==> src/rtl/serial_pkg.sv <==
// serial_pkg: types and constants shared by the serial transmitter and receiver.
// Rev 1.0
`default_nettype none

package serial_pkg;

  localparam int c_DEFAULT_WIDTH = 8;

  typedef enum logic [0:0] {
    IDLE  = 1'b0,
    SHIFT = 1'b1
  } state_t;

endpackage

`default_nettype wire

==> src/rtl/rx_shift_core.sv <==
// rx_shift_core: WIDTH-bit receive shift register with direction select and clear-and-load.
// Rev 1.0
`default_nettype none

module rx_shift_core
  import serial_pkg::*;
#(
  parameter int WIDTH     = c_DEFAULT_WIDTH,
  parameter bit MSB_FIRST = 1'b1
) (
  input  logic             clk,
  input  logic             reset,
  input  logic             i_load,
  input  logic             i_shift,
  input  logic             i_bit,
  output logic [WIDTH-1:0] o_word_next
);

  logic [WIDTH-1:0] r_word;
  logic [WIDTH-1:0] w_load_val;
  logic [WIDTH-1:0] w_shift_val;

  // The completed word is taken from o_word_next so the final bit is included.
  generate
    if (MSB_FIRST) begin : g_msb
      assign w_load_val  = {{(WIDTH-1){1'b0}}, i_bit};
      assign w_shift_val = {r_word[WIDTH-2:0], i_bit};
    end else begin : g_lsb
      assign w_load_val  = {i_bit, {(WIDTH-1){1'b0}}};
      assign w_shift_val = {i_bit, r_word[WIDTH-1:1]};
    end
  endgenerate

  always_comb begin
    o_word_next = r_word;
    if (i_load) begin
      o_word_next = w_load_val;
    end else if (i_shift) begin
      o_word_next = w_shift_val;
    end
  end

  always_ff @(posedge clk) begin
    if (reset) begin
      r_word <= '0;
    end else begin
      r_word <= o_word_next;
    end
  end

endmodule

`default_nettype wire

==> src/rtl/serial_byte_rx.sv <==
// serial_byte_rx: sof-framed serial-to-parallel receiver with one-entry valid/ready holding register.
// Rev 1.0
`default_nettype none

module serial_byte_rx
  import serial_pkg::*;
#(
  parameter int WIDTH     = c_DEFAULT_WIDTH,
  parameter bit MSB_FIRST = 1'b1
) (
  input  logic             clk,
  input  logic             reset,
  input  logic             serial_in,
  input  logic             bit_valid,
  input  logic             sof,
  output logic [WIDTH-1:0] out_data,
  output logic             out_valid,
  input  logic             out_ready,
  output logic             busy,
  output logic             frame_abort,
  output logic             overflow,
  input  logic             clr_ovf
);

  localparam int c_CW = $clog2(WIDTH + 1);

  state_t            r_state;
  state_t            w_state_next;
  logic [c_CW-1:0]   r_count;
  logic [c_CW-1:0]   w_count_next;
  logic              w_complete;
  logic              w_sof;
  logic              w_take;
  logic              w_load;
  logic              w_drop;
  logic [WIDTH-1:0]  w_word_next;
  logic [WIDTH-1:0]  r_out_data;
  logic              r_out_valid;
  logic              r_overflow;
  logic              r_abort;

  assign w_sof  = bit_valid & sof;
  assign w_take = bit_valid & ~sof & (r_state == SHIFT);

  rx_shift_core #(
    .WIDTH     (WIDTH),
    .MSB_FIRST (MSB_FIRST)
  ) u_core (
    .clk         (clk),
    .reset       (reset),
    .i_load      (w_sof),
    .i_shift     (w_take),
    .i_bit       (serial_in),
    .o_word_next (w_word_next)
  );

  always_comb begin
    w_state_next = r_state;
    w_count_next = r_count;
    w_complete   = 1'b0;
    case (r_state)
      IDLE: begin
        if (w_sof) begin
          w_state_next = SHIFT;
          w_count_next = c_CW'(1);
        end
      end
      SHIFT: begin
        if (w_sof) begin
          w_count_next = c_CW'(1);
        end else if (w_take) begin
          if (r_count == c_CW'(WIDTH - 1)) begin
            w_state_next = IDLE;
            w_count_next = '0;
            w_complete   = 1'b1;
          end else begin
            w_count_next = r_count + c_CW'(1);
          end
        end
      end
      default: begin
        w_state_next = IDLE;
        w_count_next = '0;
      end
    endcase
  end

  always_ff @(posedge clk) begin
    if (reset) begin
      r_state <= IDLE;
      r_count <= '0;
    end else begin
      r_state <= w_state_next;
      r_count <= w_count_next;
    end
  end

  // A word may enter the holding register when it is empty or being drained this cycle.
  assign w_load = w_complete & (~r_out_valid | out_ready);
  assign w_drop = w_complete & r_out_valid & ~out_ready;

  always_ff @(posedge clk) begin
    if (reset) begin
      r_out_data  <= '0;
      r_out_valid <= 1'b0;
      r_overflow  <= 1'b0;
      r_abort     <= 1'b0;
    end else begin
      r_abort <= w_sof & (r_state == SHIFT);
      if (w_load) begin
        r_out_data  <= w_word_next;
        r_out_valid <= 1'b1;
      end else if (r_out_valid & out_ready) begin
        r_out_valid <= 1'b0;
      end
      if (w_drop) begin
        r_overflow <= 1'b1;
      end else if (clr_ovf) begin
        r_overflow <= 1'b0;
      end
    end
  end

  assign out_data    = r_out_data;
  assign out_valid   = r_out_valid;
  assign overflow    = r_overflow;
  assign frame_abort = r_abort;
  assign busy        = (r_state == SHIFT);

endmodule

`default_nettype wire

==> config.mk <==
export PLATFORM = sky130hd
export DESIGN_NAME = serial_byte_rx
export DESIGN_NICKNAME = d
export VERILOG_FILES = /design/src/rtl/serial_pkg.sv /design/src/rtl/rx_shift_core.sv /design/src/rtl/serial_byte_rx.sv
export SDC_FILE = /design/constraint.sdc
export NUM_CORES = 1
export LEC_CHECK = 0
export ABC_AREA = 1
export BUFFER_PORTS_ARGS = -buffer_cell sky130_fd_sc_hd__buf_2
export CAP_MARGIN = 20
export CELL_PAD_IN_SITES_DETAIL_PLACEMENT = 0
export CELL_PAD_IN_SITES_GLOBAL_PLACEMENT = 1
export CORE_MARGIN = 3
export CORE_UTILIZATION = 40
export DETAILED_ROUTE_END_ITERATION = 10
export PLACE_DENSITY = 0.82
export SLEW_MARGIN = 20
export SYNTH_ARGS = -nofsm -noshare
export SYNTH_HDL_FRONTEND = slang
export SYNTH_SLANG_ARGS = --single-unit
==> constraint.sdc <==
create_clock -name clk -period 2.9 [get_ports clk]
set_input_delay 0.435 -clock clk [delete_from_list [all_inputs] [get_ports clk]]
set_output_delay 0.435 -clock clk [all_outputs]
set_load 0.01 [all_outputs]
# --- After elaboration in Yosys (flattened, before gate mapping) ---
# Cells that the tools add are included.
word_totals:
  reg_bits: 24
  latchBits: 0
  ram_bits: 0
  romBits: 0
  input_bits: 7
  output_inout_bits: 12
  n_memories: 0
op_classes:
  n_addsub: 1
  mul: 0
  n_div: 0
  magnitude_cmp: 0
  n_eq_ne: 3
  shift: 0
  n_mux: 20
  bitwise_logic: 13
  n_reduce_logical: 3
ops:
  columns: ["cell", "count"]
  rows:
  - ["4-bit 2-to-1 mux", 4]
  - ["8-bit 2-to-1 mux", 2]
  - ["1-bit 2-to-1 mux", 12]
  - ["1-bit bitwise AND", 8]
  - ["4-bit one-hot mux with 2 select lines", 1]
  - ["4-bit by 1-bit adder with 4-bit output, second input constant", 1]
  - ["4-bit by 3-bit == test with 1-bit output, second input constant", 1]
  - ["1-bit NOT", 4]
  - ["2-bit nonzero test", 2]
  - ["3-bit by 1-bit inequality test with 1-bit output, second input constant", 1]
  - ["2-bit inequality test, second input constant", 1]
  - ["1-bit one-hot mux with 2 select lines", 1]
  - ["2-bit AND reduction", 1]
  - ["1-bit bitwise OR", 1]

# --- Longest topological paths before layout ---
depth:
  word_depth: 9
  mapped_depth: 8
  mapped_depth_nobuf: 8

# --- By module ---
# From an unflattened synthesis, not the netlist that was laid out.
hier_totals:
  hier_cells: 180
  hier_area_um2: 1257.5
modules_own_cells:
  columns: ["module", "instances", "cells_each", "area_each_um2"]
  rows:
  - ["serial_byte_rx", 1, 119, 789.5]
  - ["rx_shift_core", 1, 61, 467.9]

# --- Worst setup path after synthesis ---
# No wires, ideal clock.
synth_path:
  kind: "register to register"
  startpoint: "register r_count[0]"
  endpoint: "register r_out_data[1], in the netlist out_data[1]"
  setup_ns: 0.113
  arrival_ns: 1.136
  slack_ns: 1.651
  path_stages_with_launch: 8
  period_less_slack_ns: 1.249
  cell_sequence: "dfxtp_1 > ha_1 > nand3_2 > nor2_4 > nand2_4 > buf_6 > nor2_1 > nor2_1"
synth_via:
  elab_chain_cells: 6
synth_rtl:
  columns: ["item", "line", "text"]
  rows:
  - ["start, declared", "serial_byte_rx.sv:29", "logic [c_CW-1:0] r_count;"]
  - ["start signal, assigned", "serial_byte_rx.sv:94", "r_count <= w_count_next;"]
  - ["4-bit by 3-bit == test with 1-bit output", "serial_byte_rx.sv:72", "if (r_count == c_CW'(WIDTH - 1)) begin"]
  - ["1-bit 2-to-1 mux", "serial_byte_rx.sv:72", null]
  - ["1-bit 2-to-1 mux", "serial_byte_rx.sv:71", "end else if (w_take) begin"]
  - ["1-bit 2-to-1 mux", "serial_byte_rx.sv:69", "if (w_sof) begin"]
  - ["1-bit 2-to-1 mux", "serial_byte_rx.sv:61", "case (r_state)"]
  - ["1-bit bitwise AND", "serial_byte_rx.sv:99", "assign w_load = w_complete & (~r_out_valid | out_ready);"]
  - ["end signal, assigned", "serial_byte_rx.sv:111", "r_out_data <= w_word_next;"]
  - ["end, declared", "serial_byte_rx.sv:37", "logic [WIDTH-1:0] r_out_data;"]
# Every way passes these cells.
# A chain may end at the register's enable or synchronous reset.

# --- Worst setup path after layout ---
layout_path:
  startpoint: "register r_state, in the netlist busy"
  endpoint: "register r_out_data[0], in the netlist out_data[0]"
layout_via:
  elab_chain_cells: 5
  elab_cells_between_ends: 7
layout_rtl:
  columns: ["item", "line", "text"]
  rows:
  - ["start, declared", "serial_byte_rx.sv:27", "state_t r_state;"]
  - ["start signal, assigned", "serial_byte_rx.sv:93", "r_state <= w_state_next;"]
  - ["1-bit bitwise AND", "serial_byte_rx.sv:43", "assign w_take = bit_valid & ~sof & (r_state == SHIFT);"]
  - ["1-bit 2-to-1 mux", "serial_byte_rx.sv:71", null]
  - ["1-bit 2-to-1 mux", "serial_byte_rx.sv:69", null]
  - ["1-bit 2-to-1 mux", "serial_byte_rx.sv:61", null]
  - ["1-bit bitwise AND", "serial_byte_rx.sv:99", null]
# Several ways; a longest one is shown, not always the timed one.

==> reports/results.md <==
| Stage | Item | Value |
|---|---|---|
| status | Result of the run | finished clean |
| sta | Fraction of the cycle the final worst path needs | 51.8% |
| run | Maximum Capacitance Violations | 0 |
| synthesis | Largest family of logic cells by synthesized area | simple AND/OR/NAND/NOR gates |
| sta | Worst clock skew | 4.08 ps |
| clock network | Insertion delay to the later sink of the worst-skew pair | 310 ps |
| synthesis | Fraction of synthesized area in multiplexers | 0% |
| synthesis | Syn. warnings | 0 |
| synthesis | Post-Syn Nets | 165 |
| placed design | Last weighted congestion value of the routability-driven placer | 0.727 |
| synthesis | Post-synthesis sequential area ratio | 44.4% |
| clock network | TritonCTS clock tree | done |
| synthesis | Simple-gate share of the synthesized area | 35.2% |
| clock network | Clock root buffer | sky130_fd_sc_hd__clkbuf_4 |
| global route | First-pass GRT wire length | 3.44 mm |
| worst setup path | Critical Path AT | 1720 ps |
| floorplan | Die X-Extent | 58.0 um |
| pwr | Power density over the cells | 438 mW/mm^2 |
| sta | Final number of hold-violating endpoints | 0 |
| clock network | Hold-fix buffers, CTS | 0 |
| layout | Non-filler cells in the finished layout | 203 |
| placed design | Placed wire-length estimate | 1.48 mm |
| worst setup path | CP max stage cell | sky130_fd_sc_hd__dfxtp_1 |
| pwr | IR drop worst, VDD | 0.437 mV |
| sta | Final sum of negative setup slack | 0 ps |
| layout | Fill cell count | 287 |
| worst hold path | Hold Crit Class | in -> reg |
| routing | Post-Route WL | 2.00 mm |
| placed design | Port Buffer Count | 18 |
| routing | Detailed Routing Iterations Pass 1 | 4 |
| synthesis | Mapped Avg Cell Area | 6.89 um^2 |
| sta | Fin crit period | 1500 ps |
| floorplan | Effective utilization at floorplan | 42.9% |
| worst setup path | Critical Path Start Type | flop |
| clock network | Clock Sinks | 24 |
| placed design | # placed instances | 200 |
| clock network | Postcts setup bufs | 0 |
| global route | Via count of the first global-routing pass | 839 |
| synthesis | Synth unique cells | 20 |
| layout | Ratio of cells with drive above 1 in the final layout | 16.2% |
| routing | Count of routing violations after the opening detailed-route iteration | 28 |
| layout | Synth-to-Final Area Change | 11.0% |
| floorplan | I/O pin count | 19 |
| synthesis | Post-synthesis xor/xnor area fraction | 0% |
| synthesis | Cells after synthesis | 157 |
| clock network | Clock slew at reported path FFs | 120 ps |
| synthesis | Post-synthesis adder-cell area fraction | 1.16% |
| global route | Maximum number of pins on one net before global-route repair | 17 |
| synthesis | Synth Register Bits | 24 |
| sta | Highest clock frequency the design can meet | 666 MHz |
| clock network | # H-tree levels | 1 |
| routing | Vias per cell | 4.55 |
| floorplan | Number of standard-cell rows in the floorplan | 18 |
| clock network | Post-cts repair resize count | 0 |
| worst setup path | CP max FO | 12 |
| floorplan | Area inside the core boundary | 0.00252 mm^2 |
| synthesis | Compound-Gate Fraction of Synth Area | 7.29% |
| sta | Slew at the pin closest to its max-slew limit | 455 ps |
| floorplan | Floorplan die height | 58.0 um |
| worst setup path | Required time reported for the critical path endpoint | 3120 ps |
| routing | Detail-routed net length per standard cell | 9.84 um |
| synthesis | Cell area after technology mapping | 0.00108 mm^2 |
| layout | Net total in the final layout | 183 |
| sta | RSZ-0062 raised after global routing | false |
| worst setup path | Crit-path max cell delay | 400 ps |
| worst setup path | Cell repeated most along the worst path | sky130_fd_sc_hd__nand2_1 |
| worst setup path | Cells along the critical path | nand2_1, nor2_2, nand2_1, nor2_1, nand2_1, nand2_1, nor2_1 |
| global route | Number of antenna violations at the first check in global routing | 0 |
| routing | Vias after detailed routing | 923 |
| clock network | Num CTS Buffers | 3 |
| layout | Ant diodes | 0 |
| global route | Overall track demand over capacity in global routing | 13.2% |
| pwr | Reported leakage power | 0.000618 uW |
| worst setup path | Critical Path Sink Type | flop |
| clock network | Maximum count of clock buffers along a single path | 2 |
| sta | Endpoints failing setup | 0 |
| routing | Count of nets left with antenna violations after detail routing | 0 |
| floorplan | Full die area | 0.00336 mm^2 |
| worst setup path | Critical Setup Path Class | reg -> reg |
| sta | Max transition margin | 69.6% |
| sta | Pins over their slew limit | 0 |
| routing | DR DRC count | 0 |
| global route | Total congestion overflow | 0 |
## synth_stat cells, drive strengths merged
library cell  instances  area (um^2)
o21ai                 1         5.00
dfxtp                24          480
a211oi                1         7.51
nor3                  1         5.00
nand4                 1         6.26
nand2                49          199
nand3                 5         30.0
nor2                 23         96.4
a31oi                 1         6.26
buf                   5         31.3
and2                  7         43.8
ha                    1         12.5
inv                  26         97.6
a21oi                12         60.1
## routing by layer
layer | share of wire [%] | wire length, um | up-vias | global-route usage, %
met5 | 0 | 0 | - | 0
met4 | 0.65 | 13 | 0 | 2.98
met1 | 44 | 873 | 397 | 14.7
met3 | 7.4 | 147 | 2 | 5.12
li1 | - | - | 501 | -
met2 | 48 | 963 | 23 | 23.7
## kinds of logic after synthesis
family / after synthesis
compound gates: 15
fa+ha+maj: 1
buf+inv: 31
flops: 24
simple gates: 86
## where the power goes
part,internal (uW),switching [uW],total (uW)
clock network,48.6,91.3,140
registers,337,3.95,341
logic,15.2,29.3,44.5
## registers in the layout, summed over array words and instances, names as in the netlist
signal         cells
out_valid          1
u_core.r_word      8
busy               1
overflow           1
r_count            4
out_data           8
frame_abort        1
## path summary, 6_finish.rpt
| path | cells after the start | slack, ps | start | end |
|---|---|---|---|---|
| setup / recovery | 7 | 1400 | busy | out_data[0] |
| hold / removal | 4 | 360 | clr_ovf | overflow |
| setup reg to reg | 7 | 1400 | busy | out_data[0] |
| hold reg to reg | 2 | 470 | overflow | overflow |
## critical path, delay by kind of cell (launching register included)
family	cells	cell delay (ps)
and+or+nand+nor	7	1010
DFF	1	400
## layout make-up
cell class | instances | area (um^2) | area share, %
clock buffers | 3 | 22.5 | 1.88
inverters | 26 | 97.6 | 8.13
multi-input cells | 102 | 472 | 39.3
flip-flops and latches | 24 | 480 | 40.0
well taps | 30 | 37.5 | 3.13
repair buffers | 18 | 90.1 | 7.51
## metrics by stage
step	util (%)	instance area, um^2	power [uW]	worst slack [ps]	hold WS (ps)
floorplan	-	1080	380	1650	469
global placement	46.7	1180	392	1300	453
detailed placement	46.7	1180	393	1250	456
CTS	47.6	1200	530	1390	353
global route	47.6	1200	548	1230	349
finish	47.6	1200	525	1400	357
## cell usage in the layout (no fill, tap or decap), types with 3 or more instances in the layout
cell	count
sky130_fd_sc_hd__nand3_1	4
sky130_fd_sc_hd__buf_2	18
sky130_fd_sc_hd__inv_1	26
sky130_fd_sc_hd__and2_1	7
sky130_fd_sc_hd__a21oi_1	12
sky130_fd_sc_hd__nor2_1	21
sky130_fd_sc_hd__dfxtp_1	24
sky130_fd_sc_hd__clkbuf_4	3
sky130_fd_sc_hd__nand2_1	45
sky130_fd_sc_hd__nand2_2	3
(Power assumes the default switching activity.)
